[src/rtl/ceespu_fetch.sv]
// rtl/ceespu_fetch.sv - instruction fetch stage: PC generation, imem requests, response FIFO, redirect/drop handling (optional counters: CEESPU_FETCH_PERF_EN)
module ceespu_fetch #(
    parameter logic [24:0] RESET_PC   = 25'h0,
    parameter int          FIFO_DEPTH = 2
) (
    input  logic        I_clk,
    input  logic        I_rst,
    input  logic        I_stall,
    input  logic        I_branch,
    input  logic [24:0] I_branchTarget,
    output logic        O_imem_req,
    output logic [24:0] O_imem_addr,
    input  logic        I_imem_ready,
    input  logic        I_imem_valid,
    input  logic [31:0] I_imem_data,
    output logic [31:0] O_instruction,
    output logic [24:0] O_PC,
    output logic        O_justBranched,
    output logic        O_bubble
`ifdef CEESPU_FETCH_PERF_EN
    ,
    output logic [31:0] O_perf_fetched,
    output logic [31:0] O_perf_dropped,
    output logic [31:0] O_perf_bubbles
`endif
);

    localparam int AW = (FIFO_DEPTH > 1) ? $clog2(FIFO_DEPTH) : 1;
    localparam int CW = AW + 1;
    localparam logic [CW:0] DEPTH_C = (CW + 1)'(FIFO_DEPTH);

    typedef enum logic [1:0] {
        BOOT  = 2'd0,
        RUN   = 2'd1,
        DRAIN = 2'd2
    } state_t;

    state_t        state, state_nx;
    logic [24:0]   fetch_pc;
    logic [CW-1:0] inflight, inflight_nx;
    logic [CW-1:0] drop, drop_nx;
    logic          jb_pend;

    // instruction buffer
    logic [31:0]   f_data [FIFO_DEPTH];
    logic [24:0]   f_pc   [FIFO_DEPTH];
    logic          f_jb   [FIFO_DEPTH];
    logic [AW-1:0] f_rd, f_wr;
    logic [CW-1:0] f_cnt;

    // per-request tags, consumed in order as responses return
    logic [24:0]   tag_pc [FIFO_DEPTH];
    logic          tag_jb [FIFO_DEPTH];
    logic [AW-1:0] t_rd, t_wr;

    logic accept, resp, drop_resp, push, pop;

    // a response with nothing outstanding (e.g. stale across reset) is ignored
    assign accept    = O_imem_req && I_imem_ready;
    assign resp      = I_imem_valid && (inflight != '0);
    assign drop_resp = resp && (drop != '0);
    assign push      = resp && (drop == '0) && !I_branch;
    assign pop       = !I_stall && (f_cnt != '0) && !I_branch;

    assign inflight_nx = inflight + CW'(accept) - CW'(resp);

    // issue only in RUN and only while buffer credit remains for every outstanding request
    assign O_imem_req  = (state == RUN) && (({1'b0, inflight} + {1'b0, f_cnt}) < DEPTH_C);
    assign O_imem_addr = fetch_pc;

    assign O_bubble       = (f_cnt == '0);
    assign O_instruction  = O_bubble ? 32'h0 : f_data[f_rd];
    assign O_PC           = O_bubble ? 25'h0 : f_pc[f_rd];
    assign O_justBranched = O_bubble ? 1'b0  : f_jb[f_rd];

    // next state and drop count; a redirect drops everything still outstanding after this cycle
    always_comb begin
        state_nx = state;
        drop_nx  = drop;
        unique case (state)
            BOOT: begin
                state_nx = RUN;
                if (I_branch) begin
                    drop_nx = inflight_nx;
                end
            end
            RUN: begin
                if (I_branch) begin
                    drop_nx  = inflight_nx;
                    state_nx = (inflight_nx != '0) ? DRAIN : RUN;
                end else if (drop_resp) begin
                    drop_nx = drop - CW'(1);
                end
            end
            DRAIN: begin
                if (I_branch) begin
                    drop_nx = inflight_nx;
                end else if (drop_resp) begin
                    drop_nx = drop - CW'(1);
                end
                state_nx = (drop_nx == '0) ? RUN : DRAIN;
            end
            default: begin
                state_nx = BOOT;
                drop_nx  = '0;
            end
        endcase
    end

    // state, PC, outstanding count and sticky just-branched flag
    always_ff @(posedge I_clk or posedge I_rst) begin
        if (I_rst) begin
            state    <= BOOT;
            fetch_pc <= RESET_PC;
            inflight <= '0;
            drop     <= '0;
            jb_pend  <= 1'b0;
        end else begin
            state    <= state_nx;
            inflight <= inflight_nx;
            drop     <= drop_nx;
            if (I_branch) begin
                fetch_pc <= I_branchTarget;
                jb_pend  <= 1'b1;
            end else if (accept) begin
                fetch_pc <= fetch_pc + 25'd1;
                jb_pend  <= 1'b0;
            end
        end
    end

    // tag queue pointers
    always_ff @(posedge I_clk or posedge I_rst) begin
        if (I_rst) begin
            t_rd <= '0;
            t_wr <= '0;
        end else begin
            if (accept) t_wr <= t_wr + AW'(1);
            if (resp)   t_rd <= t_rd + AW'(1);
        end
    end

    // tag storage; the request accepted in a redirect cycle keeps the pre-redirect flag
    always_ff @(posedge I_clk) begin
        if (accept) begin
            tag_pc[t_wr] <= fetch_pc;
            tag_jb[t_wr] <= jb_pend;
        end
    end

    // buffer pointers and occupancy; a redirect empties the buffer
    always_ff @(posedge I_clk or posedge I_rst) begin
        if (I_rst) begin
            f_rd  <= '0;
            f_wr  <= '0;
            f_cnt <= '0;
        end else if (I_branch) begin
            f_rd  <= '0;
            f_wr  <= '0;
            f_cnt <= '0;
        end else begin
            if (push) f_wr <= f_wr + AW'(1);
            if (pop)  f_rd <= f_rd + AW'(1);
            f_cnt <= f_cnt + CW'(push) - CW'(pop);
        end
    end

    // buffer storage
    always_ff @(posedge I_clk) begin
        if (push) begin
            f_data[f_wr] <= I_imem_data;
            f_pc[f_wr]   <= tag_pc[t_rd];
            f_jb[f_wr]   <= tag_jb[t_rd];
        end
    end

`ifdef CEESPU_FETCH_PERF_EN
    // event counters, free-running with wrap
    always_ff @(posedge I_clk or posedge I_rst) begin
        if (I_rst) begin
            O_perf_fetched <= 32'h0;
            O_perf_dropped <= 32'h0;
            O_perf_bubbles <= 32'h0;
        end else begin
            if (push)      O_perf_fetched <= O_perf_fetched + 32'd1;
            if (drop_resp) O_perf_dropped <= O_perf_dropped + 32'd1;
            if (O_bubble && !I_stall && (state != BOOT))
                O_perf_bubbles <= O_perf_bubbles + 32'd1;
        end
    end
`endif

endmodule
[config.mk]
export PLATFORM = sky130hd
export DESIGN_NAME = ceespu_fetch
export DESIGN_NICKNAME = d
export VERILOG_FILES = /design/src/rtl/ceespu_fetch.sv
export SDC_FILE = /design/constraint.sdc
export NUM_CORES = 1
export LEC_CHECK = 0
export ABC_AREA = 1
export CAP_MARGIN = 15
export CORE_AREA = 2 2 144 146
export CTS_CLUSTER_SIZE = 8
export DETAILED_ROUTE_END_ITERATION = 7
export DIE_AREA = 0 0 146 148
export GPL_TIMING_DRIVEN = 0
export PLACE_DENSITY = 0.78
export SYNTH_ARGS = -nofsm -noshare
export SYNTH_HDL_FRONTEND = slang
export SYNTH_SLANG_ARGS = --single-unit
[constraint.sdc]
create_clock -name I_clk -period 6.2 [get_ports I_clk]
set_input_delay 0.93 -clock I_clk [delete_from_list [all_inputs] [get_ports I_clk]]
set_output_delay 0.93 -clock I_clk [all_outputs]
set_load 0.01 [all_outputs]
# == Word-level counts from Yosys, hierarchy flattened ==
# Memories as Yosys holds them, arrays and structs flattened.
# Index checks and enable logic that the tools add are counted.
# classes
n_addsub,11
magnitude_cmp,1
eq_ne,4
muxes,25
n_reduce_logical,21
# op_table
op,count
25-bit 2-to-1 mux,3
32-bit 2-to-1 mux,1
25-bit by 1-bit adder with 25-bit output (second input constant),1
2-bit 2-to-1 mux,8
2-bit nonzero test,7
2-bit one-hot mux with 3 select lines,2
1-bit 2-to-1 mux,11
1-bit logical AND,8
2-bit zero test,4
1-bit adder (second input constant),4
2-bit by 1-bit adder with 2-bit output,2
2-bit != test (second input constant),2
2-bit by 1-bit subtractor with 2-bit output,2
2-bit by 2-bit adder with 3-bit output,1
3-bit by 2-bit less-than comparator with 1-bit output (second input constant),1
2-bit by 1-bit == test with 1-bit output (second input constant),1
2-bit == test (second input constant),1
1-bit zero test,2
2-bit by 1-bit subtractor with 2-bit output (second input constant),1
# word_totals
reg_bits,38
ram_bits,168
out_inout_bits,85
elab_cells,77
n_memories,5
# memory_table
name,depth,width,rd,rd_clocked_by_memory_dff,wr,line,text
f_data,2,32,1,0,1,45,logic [31:0] f_data [FIFO_DEPTH];
f_pc,2,25,1,0,1,46,logic [24:0] f_pc [FIFO_DEPTH];
tag_pc,2,25,1,0,1,52,logic [24:0] tag_pc [FIFO_DEPTH];
f_jb,2,1,1,0,1,47,logic f_jb [FIFO_DEPTH];
tag_jb,2,1,1,0,1,53,logic tag_jb [FIFO_DEPTH];

# == Longest topological paths before layout ==
# Gate-level depths: netlist of run 1.
# depth
word_depth,11
mapped_depth,17

# == Worst setup path before layout of run 1 ==
# No wires, ideal clock.
# synth_timing
kind,input port to flip-flop
from,input I_branch
to,"memory f_data[1][0], enable pin"
setup_time_ps,546
arrival_time_ps,5306
required_time_ps,5654
slack_ps,348
path_stages,4
cell_sequence,inv_1 > buf_2 > nand2_1 > nor3_1
# synth_via
elab_chain_cells,4
# synth_lines
item,line,text
from (decl),9,"input logic I_branch,"
1-bit zero test,62,assign push = resp && (drop == '0) && !I_branch;
1-bit logical AND,62,
1-bit 2-to-1 mux,170,if (push) begin
1-bit 2-to-1 mux (not written as such),171,f_data[f_wr] <= I_imem_data;
to (decl),45,
# Every way passes these cells.

# == Final worst setup path of run 1 ==
# layout_timing
from,register f_cnt[1]
to,output O_PC[7]
# layout_via
elab_chain_cells,2
# layout_lines
item,line,text
from (decl),49,logic [CW-1:0] f_cnt;
from (signal assigned),164,f_cnt <= f_cnt + CW'(push) - CW'(pop);
2-bit zero test,71,assign O_bubble = (f_cnt == '0);
25-bit 2-to-1 mux,73,assign O_PC = O_bubble ? 25'h0 : f_pc[f_rd];
to (decl),17,"output logic [24:0] O_PC,"
# Every way passes these cells.

==> results of run 1 <==
synthesized netlist by cell type (all sizes together) (7+ instances only):
| master | number | area, sq um |
|---|---|---|
| ha | 10 | 125.1 |
| a21oi | 60 | 300.3 |
| xor2 | 15 | 138.9 |
| inv | 50 | 192.7 |
| o21ai | 7 | 35.03 |
| o211ai | 7 | 52.55 |
| dfrtp | 38 | 950.9 |
| nand2 | 327 | 1250 |
| edfxtp | 168 | 5045 |
| nor3 | 10 | 71.32 |
| nor2 | 40 | 181.4 |
| clkbuf | 17 | 63.81 |
| nand3 | 31 | 177.7 |
| buf | 14 | 85.08 |
stage by stage:
stage          setup WS [ns]  hold WS, ns
2_1_floorplan         0.3480       0.4424
3_3_place_gp          -2.353       0.4555
3_5_place_dp           2.851       0.4703
4_1_cts                2.527       0.4955
5_1_grt                2.449       0.5098
6_report               2.666       0.4977
power groups by stage:
| stage | registers (mW) | clock network (mW) | logic, mW |
|---|---|---|---|
| after global routing | 1.91 | 1.52 | 1.48 |
| after detailed placement | 1.91 | 0 | 1.34 |
| after CTS | 1.89 | 1.45 | 1.35 |
| final | 1.89 | 1.43 | 1.34 |
| after floorplan | 1.89 | 0 | 0.738 |
| after global placement | 1.92 | 0 | 1.27 |
placed cells by master (no fill, tap or decap), types with 7 or more instances in the layout:
cell type	instances
edfxtp_1	168
nand2_1	324
buf_6	9
dfrtp_1	38
xor2_1	14
nand3_1	28
nor2_1	32
clkbuf_1	41
clkbuf_16	29
buf_2	8
inv_1	45
ha_1	10
clkdlybuf4s50_1	147
a21oi_1	60
o211ai_1	7
state kept, by name, indices dropped and copies added (netlist names), 2 cells and up:
signal and count:
state 2, f_pc 50, tag_jb 2, O_imem_addr 25, tag_pc 50, f_jb 2
f_data 64, f_cnt 2, inflight 2, drop 2
how the worst min path moves through the flow:
stage / start / to / slack [ns] / depth (start not counted)
2_1_floorplan: jb_pend / tag_jb[0] / 0.44 / 0
3_3_place_gp: jb_pend / tag_jb[0] / 0.46 / 0
3_5_place_dp: jb_pend / tag_jb[1] / 0.47 / 0
4_1_cts: jb_pend / tag_jb[1] / 0.50 / 0
5_1_grt: jb_pend / tag_jb[0] / 0.51 / 0
6_report: jb_pend / tag_jb[1] / 0.50 / 0
per-layer routing:
layer  GRT usage  wire length (microns)  vias to the layer above
li1            -                      -                     3108
met5           0                      0                        -
met1      0.2455                   8311                     2997
met4     0.05243                    459                        0
met2      0.3054                   9456                      248
met3     0.03364                   1599                       37
area by class of cell:
class,count,area [sq um],area share
buffer,31,148.9,0.01280
clock buffer,53,815.8,0.07011
clock inverter,1,20.02,0.001720
inverter,52,200.2,0.01720
multi-input combinational,526,2501,0.2149
sequential,206,5996,0.5153
tap,270,337.8,0.02903
timing repair buffer,157,1617,0.1389
cells by family after synthesis:
kind of cell | Yosys count | share of synthesized area
adder cells (fa/ha/maj) | 11 | 0.01644
buffers and inverters | 83 | 0.03954
flip-flops | 206 | 0.6791
AND/OR/NAND/NOR | 414 | 0.1947
AO/OA/AOI/OAI | 82 | 0.05045
XOR/XNOR | 19 | 0.01970
==> flow_metrics.env, run 1 <==
export IMPL_globalplace_congestion=0.9200
export IMPL_drc=0
export IMPL_syn_area_per_cell_sq_um=10.83
export IMPL_dr_total_vias=6390
export IMPL_vias_per_cell=4.931
export IMPL_sw_frac_of_total=0.3164
export IMPL_synth_edff_count=168
export IMPL_max_stage_delay_ns=0.52
export IMPL_io_buffers=147
export IMPL_finalPower_mw=4.653
export IMPL_antenna_left=0
export IMPL_drv_cap=0
export IMPL_period_share=0.5700
export IMPL_max_freq_ghz=0.2830
export IMPL_seqPwrFrac=0.406
export IMPL_run_status="complete, no violations"
export IMPL_cts_setup_buffers=0
export IMPL_cts_resized=0
export IMPL_synth_nets=889
export IMPL_placed_cell_area_sq_um=10800
export IMPL_diodes=0
export IMPL_min_path_type="flip-flop to flip-flop"
export IMPL_r2r_start="f_cnt[0]"
export IMPL_path_cells="nor2_1 -> buf_2 -> buf_2 -> a21oi_1 -> clkdlybuf4s50_1"
export IMPL_r2r_end="state[1]"
export IMPL_drive_gt1_frac=0.07310
export IMPL_crit_start="f_cnt[1]"
export IMPL_p_int_mw=3.181
export IMPL_coreArea_sq_um=20040
export IMPL_grt_pass1_wl_microns=31600
export IMPL_path_depth=5
export IMPL_nFillCells=1624
export IMPL_wl_microns=19830
export IMPL_initialDrtViolationCount=436
export IMPL_hpwl_microns=13920
export IMPL_fin_tns_setup_ns=0
export IMPL_path_common_cell="buf_2"
export IMPL_cts_root_buffer="clkbuf_16"
export IMPL_hold_viol=0
export IMPL_timing_critical_path_to="O_PC[7]"
export IMPL_nets=1077
export IMPL_rsz0062_at_grt="false"
export IMPL_grt_overflow_total=0
export IMPL_worstPathMaxFanout=10
export IMPL_peakVddDrop_mv=0.2177
export IMPL_power_density_nw_per_um2=399.9
export IMPL_start_util=0.4406
export IMPL_ys_flop_type="edfxtp_1"
export IMPL_grt_max_degree=39
export IMPL_fin_area_sq_um=11640
export IMPL_synthArstFlopShare=0.1845
export IMPL_endpoint_kind="output pin"
export IMPL_area_growth_synth_to_final_pct=31.80
export IMPL_setup_viol=0
export IMPL_power_frac_clock=0.307
export IMPL_antenna_found_initial=0
export IMPL_worstMarginPinSlew_ns=0.8271
export IMPL_yosysSeqAreaShare=0.6791
export IMPL_cts_sinks=206
export IMPL_cts_max_level=1
export IMPL_r2r_cells=15
export IMPL_slew_viol_final=0
export IMPL_worstSetupPathType="flip-flop to output pin"
export IMPL_wl_per_cell_microns=15.30
export IMPL_crit_buf_inv=3
export IMPL_max_slew_margin=0.4478
export IMPL_syn_inst=815
export IMPL_synth_cell_type_count=39
export IMPL_fp_dieH_microns=148
export IMPL_netSwitchingPower_mw=1.472
export IMPL_fp_dieW_microns=146
export IMPL_ys_ff_latch=206
export IMPL_cp_start_kind="flip-flop"
export IMPL_crit_family="buffers and inverters"
export IMPL_grt_pass1_vias=6177
export IMPL_cts_path_max_buffers=3
export IMPL_syn_area_sq_um=8828
export IMPL_clk_latency_ns=0.54
export IMPL_regToRegSetupSlack_ns=3.36
export IMPL_clkTransAtPathRegs_ns=0.05
export IMPL_required_ns=5.27
export IMPL_row_count=52
export IMPL_cp_arrival_ns=2.60
export IMPL_min_period_ns=3.534
export IMPL_dr_pass1_iters=5
export IMPL_ios=148
export IMPL_cts_tree="built"
export IMPL_fin_cells=1296
export IMPL_yosys_warnings=0
export IMPL_fin_skew_ns=0.01583
export IMPL_dp_cells=1242
export IMPL_numCtsBuffers=29
export IMPL_die_area_sq_um=21610
export IMPL_pwr_share_comb=0.287
export IMPL_post_route_util=0.5807
export IMPL_power_leakage_nw=4.520
export IMPL_ctsHoldBuffers=0
export IMPL_slowest_stage="clkdlybuf4s50_1"
export IMPL_grtUsageTotal=0.1822
No activity file was read; power rests on OpenSTA's default activity.
==> inputs of run 2 (changes only) <==
PLACE_DENSITY = 0.81   (was 0.78)
clock period = 3.05 ns   (was 6.2 ns; I/O delays follow)
==> flow_metrics.env, run 2 (synthesis results as in run 1) <==
export IMPL_run_status="complete, no violations"
export IMPL_cts_path_max_buffers=3
export IMPL_grtUsageTotal=0.1891
export IMPL_max_freq_ghz=0.3421
export IMPL_max_stage_delay_ns=0.60
export IMPL_drv_cap=0
export IMPL_fin_area_sq_um=11640
export IMPL_start_util=0.4406
export IMPL_hold_viol=0
export IMPL_ctsHoldBuffers=0
export IMPL_row_count=52
export IMPL_dr_total_vias=6382
export IMPL_dp_cells=1239
export IMPL_drc=0
export IMPL_regMostFlops="f_data"
export IMPL_power_leakage_nw=4.524
export IMPL_reg_top3="f_data: 64 flops, f_pc: 50 flops, tag_pc: 50 flops"
export IMPL_placed_cell_area_sq_um=10800
export IMPL_fp_dieW_microns=146
export IMPL_antenna_found_initial=0
export IMPL_path_cells="nand2_1 -> inv_1 -> fa_1 -> nor3_4 -> clkdlybuf4s50_1"
export IMPL_layout_common_cells="324 x nand2_1, 168 x edfxtp_1, 147 x clkdlybuf4s50_1, 60 x a21oi_1, 45 x inv_1"
export IMPL_slowest_stage="clkdlybuf4s50_1"
export IMPL_grt_pass1_vias=6285
export IMPL_cp_start_kind="flip-flop"
export IMPL_hpwl_microns=14070
export IMPL_worstSetupPathType="flip-flop to output pin"
export IMPL_fin_cells=1291
export IMPL_clk_latency_ns=0.53
export IMPL_layout_commonest_cell="nand2_1"
export IMPL_cts_root_buffer="clkbuf_16"
export IMPL_worstPathMaxFanout=3
export IMPL_cts_sinks=206
export IMPL_io_buffers=147
export IMPL_power_density_nw_per_um2=815.6
export IMPL_coreArea_sq_um=20040
export IMPL_finalPower_mw=9.496
export IMPL_area_growth_synth_to_final_pct=31.87
export IMPL_dp_slack_ns=0.1942
export IMPL_antenna_left=0
export IMPL_setup_ws_ns=0.1270
export IMPL_wl_per_cell_microns=15.94
export IMPL_min_path_type="input port to async pin"
export IMPL_slew_viol_final=0
export IMPL_globalplace_congestion=0.8836
export IMPL_vias_per_cell=4.943
export IMPL_grt_max_degree=39
export IMPL_dr_pass1_iters=5
export IMPL_initialDrtViolationCount=485
export IMPL_peakVddDrop_mv=0.4142
export IMPL_setup_viol=0
export IMPL_cts_tree="built"
export IMPL_worstMarginPinSlew_ns=0.8588
export IMPL_die_area_sq_um=21610
export IMPL_cts_setup_buffers=0
export IMPL_grt_overflow_total=0
export IMPL_numCtsBuffers=29
export IMPL_clkTransAtPathRegs_ns=0.05
export IMPL_fp_dieH_microns=148
export IMPL_diodes=0
export IMPL_endpoint_kind="output pin"
export IMPL_required_ns=2.59
export IMPL_post_route_util=0.5810
export IMPL_period_share=0.9584
export IMPL_ios=148
export IMPL_crit_buf_inv=2
export IMPL_crit_family="buffers and inverters"
export IMPL_grt_pass1_wl_microns=32380
export IMPL_min_period_ns=2.923
export IMPL_drive_gt1_frac=0.07542
export IMPL_rsz0062_at_grt="false"
export IMPL_cp_arrival_ns=2.47
export IMPL_largest_reg_flops=64
export IMPL_max_slew_margin=0.4267
export IMPL_cts_max_level=1
export IMPL_wl_microns=20580
export IMPL_nets=1073
export IMPL_fin_skew_ns=0.01784
export IMPL_regToRegSetupSlack_ns=0.20
## run 2: cell types whose count changed in the layout (fill, tap and decap cells not counted), sizes merged
cell / delta
buf: -3
clkbuf: -2
## run 2: worst reg2reg max path, delay by kind of cell, from the launching register on
family                     cells  cell delay, ns
buffers and inverters          3            0.14
and+or+nand+nor               10            1.20
adders and majority gates      3            0.98
DFF                            1            0.43
## run 2: per-layer routing
layer	part of all wire	global-route usage	vias to the layer above	wire [microns]
met4	0.019	0.05097	0	382
met2	0.50	0.3337	250	10340
met3	0.066	0.03302	31	1362
li1	-	-	3112	-
met5	0	0	-	0
met1	0.41	0.2428	2989	8491
## run 2: layout make-up
cell class                 count  area (sq um)
fill                        1586          8397
clock buffer                  52         822.0
clock inverter                 1         8.758
buffer                        30         151.4
multi-input combinational    526          2515
sequential                   206          5996
tap                          270         337.8
timing repair buffer         154          1612
inverter                      52         200.2
## run 2: worst paths after layout
kind / from / endpoint / cells past startpoint
worst max-delay path: f_cnt[0] / O_imem_req / 5
worst min-delay path: I_rst / O_imem_addr[9] / 2
worst max register to register: f_cnt[0] / state[0] / 16
worst min register to register: jb_pend / tag_jb[1] / 0
max in group asynchronous: I_rst / f_rd / 2
min in group I_clk: jb_pend / tag_jb[1] / 0
## run 2: report_power, final
part / internal (mW) / total (mW) / leakage, nW / switching [mW]
logic: 1.12 / 2.76 / 2.14 / 1.65
clock network: 1.79 / 2.88 / 0.395 / 1.09
registers: 3.58 / 3.85 / 1.99 / 0.275
## run 2: stage by stage
| stage | setup TNS, ns | hold WS [ns] |
|---|---|---|
| after floorplan | 0 | 0.4424 |
| final | 0 | 0.4335 |
| after CTS | 0 | 0.4312 |
| after detailed placement | 0 | 0.4584 |
| after global routing | 0 | 0.4737 |
| after global placement | -153.12 | 0.4498 |
## run 2: timing repair
item                                    in CTS  in global routing
pin swaps                                    0                  1
gates resized for setup                      2                  7
endpoints found under the setup margin      15                 40
==> inputs of run 3 (changes only) <==
ABC_AREA = default   (was 1)
CORE_AREA = 2 2 141 143   (was 2 2 144 146)
DIE_AREA = 0 0 143 145   (was 0 0 146 148)
HOLD_SLACK_MARGIN = 0.02   (was default)
PLACE_DENSITY = 0.82   (was 0.81)
==> flow_metrics.env, run 3 <==
export IMPL_cts_path_max_buffers=3
export IMPL_coreArea_sq_um=19210
export IMPL_run_status="complete, no violations"
export IMPL_ios=148
export IMPL_endpoint_kind="flip-flop"
export IMPL_yosysSeqAreaShare=0.7049
export IMPL_required_ns=3.47
export IMPL_diodes=0
export IMPL_clkTransAtPathRegs_ns=0.05
export IMPL_ys_ff_latch=206
export IMPL_grt_pass1_vias=5342
export IMPL_worstPathMaxFanout=4
export IMPL_yosysTopAreaCellShare=0.5931
export IMPL_reg_top3="f_data: 64 flops, f_pc: 50 flops, tag_pc: 50 flops"
export IMPL_worstMarginPinSlew_ns=0.8532
export IMPL_drc=0
export IMPL_layout_common_cells="168 x edfxtp_1, 145 x clkdlybuf4s50_1, 77 x nor2_1, 60 x mux2i_1"
export IMPL_synth_simple_area_share=0.09459
export IMPL_grt_max_degree=39
export IMPL_globalplace_congestion=0.8093
export IMPL_fin_skew_ns=0.02988
export IMPL_synth_top_family_by_area="multiplexers"
export IMPL_antenna_left=0
export IMPL_yosys_area_share_adder=0.01706
export IMPL_nets=836
export IMPL_ys_flop_type="edfxtp_1"
export IMPL_min_path_type="input port to async pin"
export IMPL_crit_start="f_cnt[0]"
export IMPL_hpwl_microns=12770
export IMPL_yosysMostFrequentCell="edfxtp_1"
export IMPL_synth_top_area_cell="edfxtp_1"
export IMPL_setup_viol=0
export IMPL_dr_pass1_iters=6
export IMPL_area_growth_synth_to_final_pct=33.61
export IMPL_cp_start_kind="flip-flop"
export IMPL_peakVddDrop_mv=0.4255
export IMPL_synth_cell_type_count=45
export IMPL_largest_reg_flops=64
export IMPL_ctsHoldBuffers=0
export IMPL_grt_overflow_total=0
export IMPL_cp_arrival_ns=3.38
export IMPL_yosys_warnings=0
export IMPL_fin_hold_ws_ns=0.4183
export IMPL_synthTopCellsByArea="edfxtp_1 59%, dfrtp_1 11%, mux2i_1 7.1%, mux2_2 3.7%, nor2_1 3.6%"
export IMPL_synth_compound_area_frac=0.04016
export IMPL_synthArstFlopShare=0.1845
export IMPL_dp_cells=991
export IMPL_drv_cap=0
export IMPL_synthXorXnorAreaFrac=0.01545
export IMPL_max_freq_ghz=0.3375
export IMPL_grtUsageTotal=0.1781
export IMPL_period_share=0.9716
export IMPL_die_area_sq_um=20740
export IMPL_start_util=0.4428
export IMPL_synth_nets=649
export IMPL_hold_viol=0
export IMPL_syn_area_sq_um=8506
export IMPL_grt_pass1_wl_microns=28750
export IMPL_max_slew_margin=0.4304
export IMPL_power_leakage_nw=3.892
export IMPL_antenna_found_initial=0
export IMPL_synth_common_cells="168 x edfxtp_1, 81 x nor2_1, 60 x mux2i_1"
export IMPL_dr_total_vias=5377
export IMPL_fp_dieH_microns=145
export IMPL_wl_per_cell_microns=17.95
export IMPL_synthMuxAreaShare=0.1077
export IMPL_numCtsBuffers=29
export IMPL_fin_cells=1050
export IMPL_vias_per_cell=5.121
export IMPL_io_buffers=146
export IMPL_power_density_nw_per_um2=824.2
export IMPL_layout_commonest_cell="edfxtp_1"
export IMPL_regMostFlops="f_data"
export IMPL_initialDrtViolationCount=452
export IMPL_row_count=51
export IMPL_cts_sinks=206
export IMPL_post_route_util=0.5917
export IMPL_r2r_start="f_cnt[0]"
export IMPL_syn_area_per_cell_sq_um=14.79
export IMPL_cts_max_level=1
export IMPL_clk_latency_ns=0.53
export IMPL_synth_edff_count=168
export IMPL_cts_root_buffer="clkbuf_16"
export IMPL_min_period_ns=2.963
export IMPL_drive_gt1_frac=0.1223
export IMPL_slew_viol_final=0
export IMPL_cts_tree="built"
export IMPL_worstSetupPathType="flip-flop to flip-flop"
export IMPL_wl_microns=18850
export IMPL_fp_dieW_microns=143
export IMPL_syn_inst=575
[run 3: cell count changes in the layout (fill, tap and decap cells not counted), moves of 12 or more]
cell,change
a21oi_1,-56
nand2_1,-302
inv_1,-33
or4_1,+12
nor2_1,+46
mux2i_1,+60
nand3_1,-17
mux2_2,+28
[run 3: final timing paths]
path	cells past startpoint	to	slack, ns
setup / recovery	12	state[0]	0.09
max in group asynchronous	2	O_imem_addr[5]	2.07
hold reg to reg	0	tag_jb[1]	0.50
hold / removal	2	state[0]	0.42
min in group I_clk	3	O_imem_addr[10]	0.49
setup reg to reg	12	state[0]	0.09
[run 3: worst max-delay path: stages, from the launching register on]
cell      delay (ns)
dfrtp_1         0.42
and2_4          0.16
fa_1            0.50
and4bb_4        0.36
buf_8           0.11
inv_2           0.06
ha_1            0.27
inv_1           0.04
ha_1            0.19
xnor2_2         0.15
xnor2_2         0.21
nor3_1          0.09
o31a_1          0.29
[run 3: through the flow]
step	TNS, ns	setup WS (ns)	cell area, sq um	total power [mW]
5_1_grt	-0.04430	-0.02257	11360	9.806
6_report	0	0.08675	11360	9.366
3_5_place_dp	-0.6118	-0.3083	10440	6.395
2_1_floorplan	-12.68	-0.1094	8513	5.220
4_1_cts	0	0.02144	11320	9.392
3_3_place_gp	-182.37	-1.498	10310	6.271
[run 3: cells by family (layout without fill, tap and decap cells)]
| logic type | after synthesis | count (layout) |
|---|---|---|
| muxes | 88 | 88 |
| adders and majority gates | 11 | 11 |
| buffers and inverters | 42 | 252 |
| and+or+nand+nor | 162 | 162 |
| xor gates and xnor gates | 15 | 15 |
| AOI/OAI and AO/OA | 51 | 51 |
| DFF | 206 | 206 |
[run 3: cell type report]
cell class / instances / area [sq um]
sequential: 206 / 5996
buffer: 27 / 133.9
tap: 265 / 331.6
clock inverter: 1 / 8.758
fill: 1453 / 7843
multi-input combinational: 327 / 2385
timing repair buffer: 157 / 1632
inverter: 14 / 52.55
clock buffer: 53 / 825.8
[run 3: metal layers]
metal / vias to the layer above / routed length (microns) / GRT usage
met5: - / 0 / 0
li1: 2536 / - / -
met2: 208 / 9329 / 0.2998
met4: 0 / 553 / 0.07178
met1: 2592 / 7678 / 0.2247
met3: 41 / 1284 / 0.03564
[run 3: repair_timing]
item                       4_1_cts  5_1_grt
resized for setup               12        9
gates cloned                     0        0
setup buffers                    2        4
pin swaps                        2        3
setup endpoints to repair       43       21
[run 3: power breakdown]
part / switching, mW / internal, mW
logic: 1.38 / 1.35
registers: 0.198 / 3.55
clock network: 1.09 / 1.79
